## config.mk

```make
export PLATFORM = sky130hd
export DESIGN_NAME = weight_sampler
export DESIGN_NICKNAME = d
export VERILOG_FILES = /design/src/rtl/weight_sampler_pkg.sv /design/src/rtl/weight_sampler_sample_averager.sv /design/src/rtl/weight_sampler.sv
export SDC_FILE = /design/constraint.sdc
export NUM_CORES = 1
export LEC_CHECK = 0
export ABC_AREA = 1
export CAP_MARGIN = 40
export CORE_ASPECT_RATIO = 0.5
export CORE_MARGIN = 8
export CORE_UTILIZATION = 51
export CTS_CLUSTER_DIAMETER = 80
export DETAILED_ROUTE_END_ITERATION = 6
export MAX_ROUTING_LAYER = met4
export PLACE_DENSITY = 0.7
export SYNTH_ARGS = -nofsm -noshare
export SYNTH_HDL_FRONTEND = slang
export SYNTH_HIERARCHICAL = 1
export SYNTH_SLANG_ARGS = --single-unit
```

## constraint.sdc

```tcl
create_clock -name clk -period 6.5 [get_ports clk]
set_input_delay 1.625 -clock clk [delete_from_list [all_inputs] [get_ports clk]]
set_output_delay 1.625 -clock clk [all_outputs]
set_load 0.005 [all_outputs]
```

## src/rtl/weight_sampler_pkg.sv

```systemverilog
`default_nettype none
// ============================================================================
// Module  : weight_sampler_pkg
// Purpose : Shared constants and types for the weight_sampler acquisition
//           stage (output word width/limit, tare FSM state encoding).
// Ports   : none (package)
// Rev     : 1.0  initial release
// ============================================================================
package weight_sampler_pkg;

   // Width and ceiling of the weightInGrams word consumed by the converter
   localparam int WEIGHT_W   = 12;
   localparam int WEIGHT_MAX = 4095;

   // Tare capture FSM
   typedef enum logic [0:0] {
      TARE_IDLE  = 1'b0,
      TARE_ARMED = 1'b1
   } tare_state_e;

endpackage
`default_nettype wire

```

## src/rtl/weight_sampler_sample_averager.sv

```systemverilog
`default_nettype none
// ============================================================================
// Module  : sample_averager
// Purpose : Accumulates windows of 2^AVG_LOG2 raw samples. The window sum is
//           presented combinationally alongside the last sample so that the
//           next stage registers it on the same edge the sample is accepted;
//           the accumulator restarts on that edge, so a sample arriving the
//           very next cycle opens the new window.
// Ports   : clk, rst_n           clock / async active-low reset
//           sampleIn, sampleValid raw ADC sample and its qualifier
//           sum, sumValid        completed window sum (valid with last sample)
// Rev     : 1.0  initial release
// ============================================================================
module sample_averager
   import weight_sampler_pkg::*;
#(
   parameter int RAW_W    = 16,
   parameter int AVG_LOG2 = 3
) (
   input  logic                      clk,
   input  logic                      rst_n,
   input  logic [RAW_W-1:0]          sampleIn,
   input  logic                      sampleValid,
   output logic [RAW_W+AVG_LOG2-1:0] sum,
   output logic                      sumValid
);

   localparam int SUM_W = RAW_W + AVG_LOG2;

   logic [SUM_W-1:0]    acc;
   logic [AVG_LOG2-1:0] cnt;
   logic                last_sample;

   // 2^AVG_LOG2 samples of all-ones fit exactly in SUM_W bits
   assign sum         = acc + {{AVG_LOG2{1'b0}}, sampleIn};
   assign last_sample = &cnt;
   assign sumValid    = sampleValid & last_sample;

   always_ff @(posedge clk or negedge rst_n) begin
      if (!rst_n) begin
         acc <= '0;
         cnt <= '0;
      end else if (sampleValid) begin
         // Counter wraps to zero naturally after the last sample
         cnt <= cnt + 1'b1;
         if (last_sample) begin
            acc <= '0;
         end else begin
            acc <= sum;
         end
      end
   end

endmodule
`default_nettype wire

```

## src/rtl/weight_sampler.sv

```systemverilog
`default_nettype none
// ============================================================================
// Module  : weight_sampler
// Purpose : Load-cell acquisition stage ahead of the grams-to-kilograms
//           converter: window averaging, calibration scaling, tare
//           subtraction, 12-bit saturation, overload and stability flags.
//           Pipeline: window sum (comb) -> stage 1 scaled (reg) ->
//           stage 2 tared/saturated output (reg); last sample in cycle t
//           gives weightValid in cycle t+2.
// Ports   : clk, rst_n           clock / async active-low reset
//           sampleIn, sampleValid raw ADC sample and qualifier
//           tareReq              tare request (rising edge detected)
//           weightInGrams        tared, saturated weight
//           weightValid          one-cycle update strobe
//           overload             last window exceeded WEIGHT_MAX
//           tareBusy             tare capture pending
//           stable               reading stable
// Rev     : 1.0  initial release
// ============================================================================
module weight_sampler
   import weight_sampler_pkg::*;
#(
   parameter int RAW_W      = 16,
   parameter int AVG_LOG2   = 3,
   parameter int CAL_NUM    = 1,
   parameter int CAL_SHIFT  = 0,
   parameter int STABLE_TOL = 2,
   parameter int STABLE_CNT = 4
) (
   input  logic                clk,
   input  logic                rst_n,
   input  logic [RAW_W-1:0]    sampleIn,
   input  logic                sampleValid,
   input  logic                tareReq,
   output logic [WEIGHT_W-1:0] weightInGrams,
   output logic                weightValid,
   output logic                overload,
   output logic                tareBusy,
   output logic                stable
);

   localparam int SUM_W    = RAW_W + AVG_LOG2;
   localparam int SCALED_W = RAW_W + 8;
   localparam int CNT_W    = $clog2(STABLE_CNT + 1);

   localparam logic [7:0]          CAL       = CAL_NUM[7:0];
   localparam logic [SCALED_W-1:0] SCALED_MX = SCALED_W'(WEIGHT_MAX);
   localparam logic [WEIGHT_W:0]   TOL       = (WEIGHT_W + 1)'(STABLE_TOL);
   localparam logic [CNT_W-1:0]    CNT_FULL  = CNT_W'(STABLE_CNT);

   // ------------------------------------------------------------------
   // Window accumulation
   // ------------------------------------------------------------------
   logic [SUM_W-1:0] sum;
   logic             sum_valid;

   sample_averager #(
      .RAW_W    (RAW_W),
      .AVG_LOG2 (AVG_LOG2)
   ) u_averager (
      .clk         (clk),
      .rst_n       (rst_n),
      .sampleIn    (sampleIn),
      .sampleValid (sampleValid),
      .sum         (sum),
      .sumValid    (sum_valid)
   );

   // ------------------------------------------------------------------
   // Stage 1: average and calibrate
   // ------------------------------------------------------------------
   logic [RAW_W-1:0]    avg;
   logic [AVG_LOG2-1:0] unused_sum_lsbs;  // truncated by the averaging shift
   logic [SCALED_W-1:0] product;
   logic [SCALED_W-1:0] scaled_next;
   logic [SCALED_W-1:0] s1_scaled;
   logic                s1_valid;

   assign avg             = sum[SUM_W-1:AVG_LOG2];
   assign unused_sum_lsbs = sum[AVG_LOG2-1:0];
   // RAW_W x 8-bit product always fits in SCALED_W bits
   assign product         = {8'd0, avg} * {{RAW_W{1'b0}}, CAL};
   assign scaled_next     = product >> CAL_SHIFT;

   always_ff @(posedge clk or negedge rst_n) begin
      if (!rst_n) begin
         s1_valid  <= 1'b0;
         s1_scaled <= '0;
      end else begin
         s1_valid <= sum_valid;
         if (sum_valid) begin
            s1_scaled <= scaled_next;
         end
      end
   end

   // ------------------------------------------------------------------
   // Tare request edge detect and capture FSM
   // ------------------------------------------------------------------
   tare_state_e state;
   logic        tare_req_d;
   logic        tare_rise;
   logic        capture;

   assign tare_rise = tareReq & ~tare_req_d;
   // Only a window reaching stage 1 after arming is captured; one already in
   // stage 1 on the arming edge passes through normally.
   assign capture   = (state == TARE_ARMED) & s1_valid;
   assign tareBusy  = (state == TARE_ARMED);

   always_ff @(posedge clk or negedge rst_n) begin
      if (!rst_n) begin
         state      <= TARE_IDLE;
         tare_req_d <= 1'b0;
      end else begin
         tare_req_d <= tareReq;
         case (state)
            TARE_IDLE: begin
               if (tare_rise) begin
                  state <= TARE_ARMED;
               end
            end
            TARE_ARMED: begin
               // Extra request edges while armed are deliberately ignored
               if (s1_valid) begin
                  state <= TARE_IDLE;
               end
            end
            default: state <= TARE_IDLE;
         endcase
      end
   end

   // ------------------------------------------------------------------
   // Stage 2: tare subtraction, saturation, stability tracking
   // ------------------------------------------------------------------
   logic [SCALED_W-1:0]        tare;
   logic signed [SCALED_W:0]   diff;
   logic [WEIGHT_W-1:0]        sat_weight;
   logic                       sat_ovl;
   logic signed [WEIGHT_W:0]   delta;
   logic [WEIGHT_W:0]          delta_abs;
   logic                       within_tol;
   logic [CNT_W-1:0]           stable_cnt;

   assign diff = $signed({1'b0, s1_scaled}) - $signed({1'b0, tare});

   always_comb begin
      sat_weight = '0;
      sat_ovl    = 1'b0;
      if (diff[SCALED_W]) begin
         sat_weight = '0;
      end else if (diff[SCALED_W-1:0] > SCALED_MX) begin
         sat_weight = WEIGHT_W'(WEIGHT_MAX);
         sat_ovl    = 1'b1;
      end else begin
         sat_weight = diff[WEIGHT_W-1:0];
      end
   end

   // weightInGrams doubles as the previous-output register for stability
   assign delta      = $signed({1'b0, sat_weight}) - $signed({1'b0, weightInGrams});
   assign delta_abs  = delta[WEIGHT_W] ? 13'(-delta) : 13'(delta);
   assign within_tol = (delta_abs <= TOL);
   assign stable     = (stable_cnt == CNT_FULL);

   always_ff @(posedge clk or negedge rst_n) begin
      if (!rst_n) begin
         tare          <= '0;
         weightInGrams <= '0;
         weightValid   <= 1'b0;
         overload      <= 1'b0;
         stable_cnt    <= '0;
      end else begin
         weightValid <= s1_valid;
         if (s1_valid) begin
            if (capture) begin
               // Tare window itself reads as zero and restarts stability
               tare          <= s1_scaled;
               weightInGrams <= '0;
               overload      <= 1'b0;
               stable_cnt    <= '0;
            end else begin
               weightInGrams <= sat_weight;
               overload      <= sat_ovl;
               if (!within_tol) begin
                  stable_cnt <= '0;
               end else if (stable_cnt != CNT_FULL) begin
                  stable_cnt <= stable_cnt + 1'b1;
               end
            end
         end
      end
   end

endmodule
`default_nettype wire

```

==> results.md, run 1 <==
* Detailed router's first-iteration violation count at 280
* Setup Skew at 7.44 ps
* Worst Reg-to-Reg Cells at 27
* # setup viols final at 0
* Post-route ant nets at 0
* Arrival @ worst endpoint at 5100 ps
* Core area at 11,800 um2
* GRT Total Usage at 18.4%
* Hold Path Origin: overload
* Die Y at 93.9 um
* Width of the die at 172 um
* Yosys warning count at 6
* Final setup margin at 1670 ps
* CP required at 6770 ps
* Via density at 4.96
* Netlist Area Pre-Place at 6190 um2
* Initial Utilization at 52.3%
* Total gr overflow at 0
* Period utilization at 74.3%
* Worst hold stages at 2
* Reg2reg start: s1_scaled[0]
* Ant. Diodes at 0
* CTS tree: built
* Syn_area_per_cell at 6.78 um2
* I/O pin count at 36
* Fin. max-slew vios at 0
* Post-DP HPWL at 10,700 um
* Initial antenna violation count at 0
* H-Tree Level Count at 3
* Commonest non-fill, non-tap cells in the layout: 294 x nand2_1, 136 x inv_1, 86 x nand3_1
* Cells after synthesis at 913
* Total Die Area at 16,100 um2
* CTS Hold Buffers Added at 0
* Bufs on Longest Clock Path at 2
* Slew headroom at 42.9%
* Crit path kind: reg2reg
* Worst Setup SP: s1_scaled[0]
* Crit path max fanout at 25
* Crit start category: register
* Setup WS pre-CTS at 1700 ps
* Via count at 5,520
* Share of cells above drive strength 1 at 7.49%
* Root Buffer: clkbuf_16
* Filler Cell Count at 1,155
* RSZ-0062 raised after global routing: no
* Wire per inst at 12.2 um
* Mapped Nets at 985
* Path type of the worst min-delay path: reg2reg
* Setup TNS at 0 ps
* Fin Hold WS at 481 ps
* Routability cong. at 0.899
* Worst Max-Slew Pin Slew at 855 ps
* Final #Nets at 1,015
* TritonRoute pass-1 iters at 4
* Layout area overhead at 12.4%
* Fmax at 0.207 GHz
* Hold Path End: overload
* DRT Wirelength at 13,500 um
* Worst Setup End Kind: register
* Max_cap viols at 0
* Fin crit period at 4830 ps
* Reg-to-reg setup timing slack at 1670 ps
* Largest net degree at the start of global routing at 60
* First-pass GRT wire length at 23,700 um
* Vias in the first global route at 5,334
* # port buffers at 35
* CTS resizes at 0
* Post-CTS Setup Inserts at 0
* # DRC at 0
* Worst R2R End: stable_cnt[0]
* Num rows at 28
* Num CTS Buffers at 9
* Worst-skew pair later-pin latency at 340 ps
* Most common cell after layout, fill and taps aside: nand2_1
* Clock Pin Slew Worst Setup and Hold Paths at 60 ps
* Hold violation count in the final report at 0
* Status: complete, no violations
* Clock Sinks at 74
registers in the layout, indices dropped and copies added, names as in the netlist:
signal and count:
weightValid 1, overload 1, tareBusy 1, u_averager/acc 19
s1_valid 1, tare_req_d 1, s1_scaled 16, weightInGrams 12
tare 16, u_averager/cnt 3, stable_cnt 3
per-layer routing:
layer	GRT usage (%)	part of all wire, %
met2	30.6	45
met3	3.31	3.0
met4	5.49	1.7
met5	-	0
met1	22.6	50
layout make-up:
type,count,area [um2],area share [%]
well taps,165,206,2.97
flip-flops and latches,74,1850,26.6
multi-input cells,678,3690,53.1
clock inverters,7,53.8,0.774
inverters,143,539,7.76
repair buffers,37,383,5.51
clock buffers,9,225,3.24
metrics by stage:
step	instances	cell area, um2	utilization, %
final	1113	6950	58.7
after global placement	1096	6650	56.1
after global routing	1113	6950	58.7
after CTS	1113	6950	58.7
after floorplan	913	6190	-
after detailed placement	1097	6670	56.4
worst max path at each step:
stage,endpoint,slack [ps],cells after the start
2_1_floorplan,stable_cnt[0],2440,29
3_3_place_gp,stable_cnt[1],1890,28
3_5_place_dp,stable_cnt[1],1700,29
4_1_cts,stable_cnt[1],1690,29
5_1_grt,stable_cnt[0],1100,29
6_report,stable_cnt[0],1670,27
critical path, stage by stage, from the launching register on:
cell and delay [ps]:
dfrtp_1 320, inv_1 70, ha_1 210, fa_1 400
nor2_1 120, nor2_1 80, o21ai_1 230, nand4_1 120
nand2_1 110, a21oi_1 80, o21bai_2 670, nand2_1 120
ha_1 200, inv_1 130, fa_1 440, inv_1 120
nand2_1 70, nor2_2 160, nand3_1 90, nor2_1 120
nand3_1 120, nand3_1 100, nand3_1 80, nor2_1 130
nand3_1 70, nor2_1 180, nand4_1 120, nand2_1 80
Power of run 1 is not shown: default switching activity piles up to over one toggle a cycle in this logic, so the estimate is an artifact.
==> run 2: changes to the inputs <==
--- a/config.mk
+++ b/config.mk
@@ -13,7 +13,7 @@
 export CTS_CLUSTER_DIAMETER = 80
 export DETAILED_ROUTE_END_ITERATION = 6
 export MAX_ROUTING_LAYER = met4
-export PLACE_DENSITY = 0.7
+export PLACE_DENSITY = 0.73
 export SYNTH_ARGS = -nofsm -noshare
 export SYNTH_HDL_FRONTEND = slang
 export SYNTH_HIERARCHICAL = 1
==> constraint.sdc (replaced) <==
create_clock -name clk -period 3.9 [get_ports clk]
set_input_delay 0.975 -clock clk [delete_from_list [all_inputs] [get_ports clk]]
set_output_delay 0.975 -clock clk [all_outputs]
set_load 0.005 [all_outputs]
==> results.md, run 2 (same netlist as run 1, synthesis figures left out) <==
* Status: finished, violations left
* Failing checks: setup timing
* Worst Setup End Kind: register
* Path type of the worst min-delay path: reg2reg
* Ant. Diodes at 0
* Wire per inst at 12.7 um
* GRT Total Usage at 20.5%
* Fin Hold WS at 478 ps
* Initial antenna violation count at 0
* Layout area overhead at 29.4%
* Worst-skew pair later-pin latency at 340 ps
* Core area at 11,800 um2
* Initial Utilization at 52.3%
* Fmax at 0.248 GHz
* Worst Max-Slew Pin Slew at 871 ps
* Total Die Area at 16,100 um2
* Largest net degree at the start of global routing at 61
* # port buffers at 35
* Commonest non-fill, non-tap cells in the layout: 280 x nand2_1, 132 x inv_1, 81 x buf_4
* Total gr overflow at 0
* Most common cell after layout, fill and taps aside: nand2_1
* Final setup margin at -129 ps
* Clock Sinks at 74
* Most flops, register: u_averager/acc
* First-pass GRT wire length at 26,800 um
* RSZ-0062 raised after global routing: yes
* Via density at 5.00
* Post-route ant nets at 0
* Share of cells above drive strength 1 at 21.0%
* Largest registers: u_averager/acc (19), s1_scaled (16), tare (16)
* Top Metal Used: met4
* Routed length on met3 at 517 um
* # DRC at 0
* Max_cap viols at 0
* H-Tree Level Count at 3
* TritonRoute pass-1 iters at 5
* Num rows at 28
* Setup Skew at 9.47 ps
* DRT Wirelength at 15,200 um
* Fin cells at 1,197
* Via count at 5,990
* Post-DP HPWL at 11,500 um
* CTS tree: built
* Final #Nets at 1,099
* Max reg flops at 19
* Crit path kind: reg2reg
* Num CTS Buffers at 9
* Fin. max-slew vios at 0
* Width of the die at 172 um
* Metal2 WL at 7290 um
* Metal-1 WL at 7150 um
* Vias in the first global route at 6,045
* Clock Pin Slew Worst Setup and Hold Paths at 60 ps
* Root Buffer: clkbuf_16
* # setup viols final at 3
* Arrival @ worst endpoint at 4310 ps
* Bufs on Longest Clock Path at 2
* Crit path max fanout at 7
* Routability cong. at 0.898
* Detailed router's first-iteration violation count at 212
* Crit start category: register
* Hold violation count in the final report at 0
* I/O pin count at 36
* Die Y at 93.9 um
* Period utilization at 103%
* CP required at 4180 ps
* Inst Count DP at 1,171
* Slew headroom at 41.9%
* Fin crit period at 4030 ps
-- run 2: routing by layer --
layer / vias up / global-route usage (%)
met3: 19 / 3.65
met4: 0 / 5.20
met5: - / -
met1: 2754 / 23.7
li1: 3108 / -
met2: 109 / 36.4
-- run 2: stage by stage --
stage	setup TNS (ps)	util [%]	setup slack [ps]	area (um2)
final	-348	67.6	-129	8010
after global routing	-1190	67.6	-410	8010
after CTS	-109	66.7	-44.4	7900
after detailed placement	-686	61.3	-248	7260
after global placement	-476	61.1	-168	7230
after floorplan	0	-	5.20	6210
-- run 2: repair_timing --
item,4_1_cts,5_1_grt
gates resized for setup,48,20
setup buffers,7,3
setup endpoints to repair,3,3
pin swaps,22,12
hold buffers,0,0
-- run 2: final timing paths --
kind	end	slack, ps	cells past startpoint	from
min in group asynchronous	u_averager/cnt[0]	490	1	rst_n
max in group asynchronous	weightInGrams[7]	2850	2	rst_n
worst min register to register	u_averager/cnt[1]	480	2	u_averager/cnt[1]
worst max-delay path	stable_cnt[0]	-130	27	tare[0]
worst min-delay path	u_averager/cnt[1]	480	2	u_averager/cnt[1]
worst max register to register	stable_cnt[0]	-130	27	tare[0]
-- run 2: area by class of cell --
cell class                      count  area [um2]
Inverter                          143         539
Clock buffer                        9         225
Sequential cell                    74        1850
Multi-Input combinational cell    678        4060
Clock inverter                      7        82.6
Timing Repair Buffer              121        1040
Fill cell                        1050        3830
Tap cell                          165         206
-- run 2: critical path: stages (launching register included) --
cell and delay [ps]:
dfrtp_1 400, ha_2 180, fa_2 350, nor2_2 110, nor2_2 70, o21ai_2 150, nand4_1 140, nand2_2 140
xor2_2 100, nor2_4 180, nand3_2 100, nand2_2 120, ha_4 140, inv_2 40, fa_2 440, nand3_4 110
a21oi_2 80, nor2_4 220, buf_6 140, nand2_4 50, nand2_1 60, nand2_1 60, nand3b_1 150, nor2_1 90
nand3_1 80, nor2_2 130, nand4_1 80, nand2_1 70
Power of run 2 is left out for the same reason.
==> run 3: changes to the inputs <==
--- a/config.mk
+++ b/config.mk
@@ -14,6 +14,7 @@
 export DETAILED_ROUTE_END_ITERATION = 6
 export MAX_ROUTING_LAYER = met4
 export PLACE_DENSITY = 0.73
+export SLEW_MARGIN = 5
 export SYNTH_ARGS = -nofsm -noshare
 export SYNTH_HDL_FRONTEND = slang
 export SYNTH_HIERARCHICAL = 1
==> results of run 3 <==
Final layout, timing and power as in run 2 (identical DEF).
Power of run 3 is left out for the same reason.
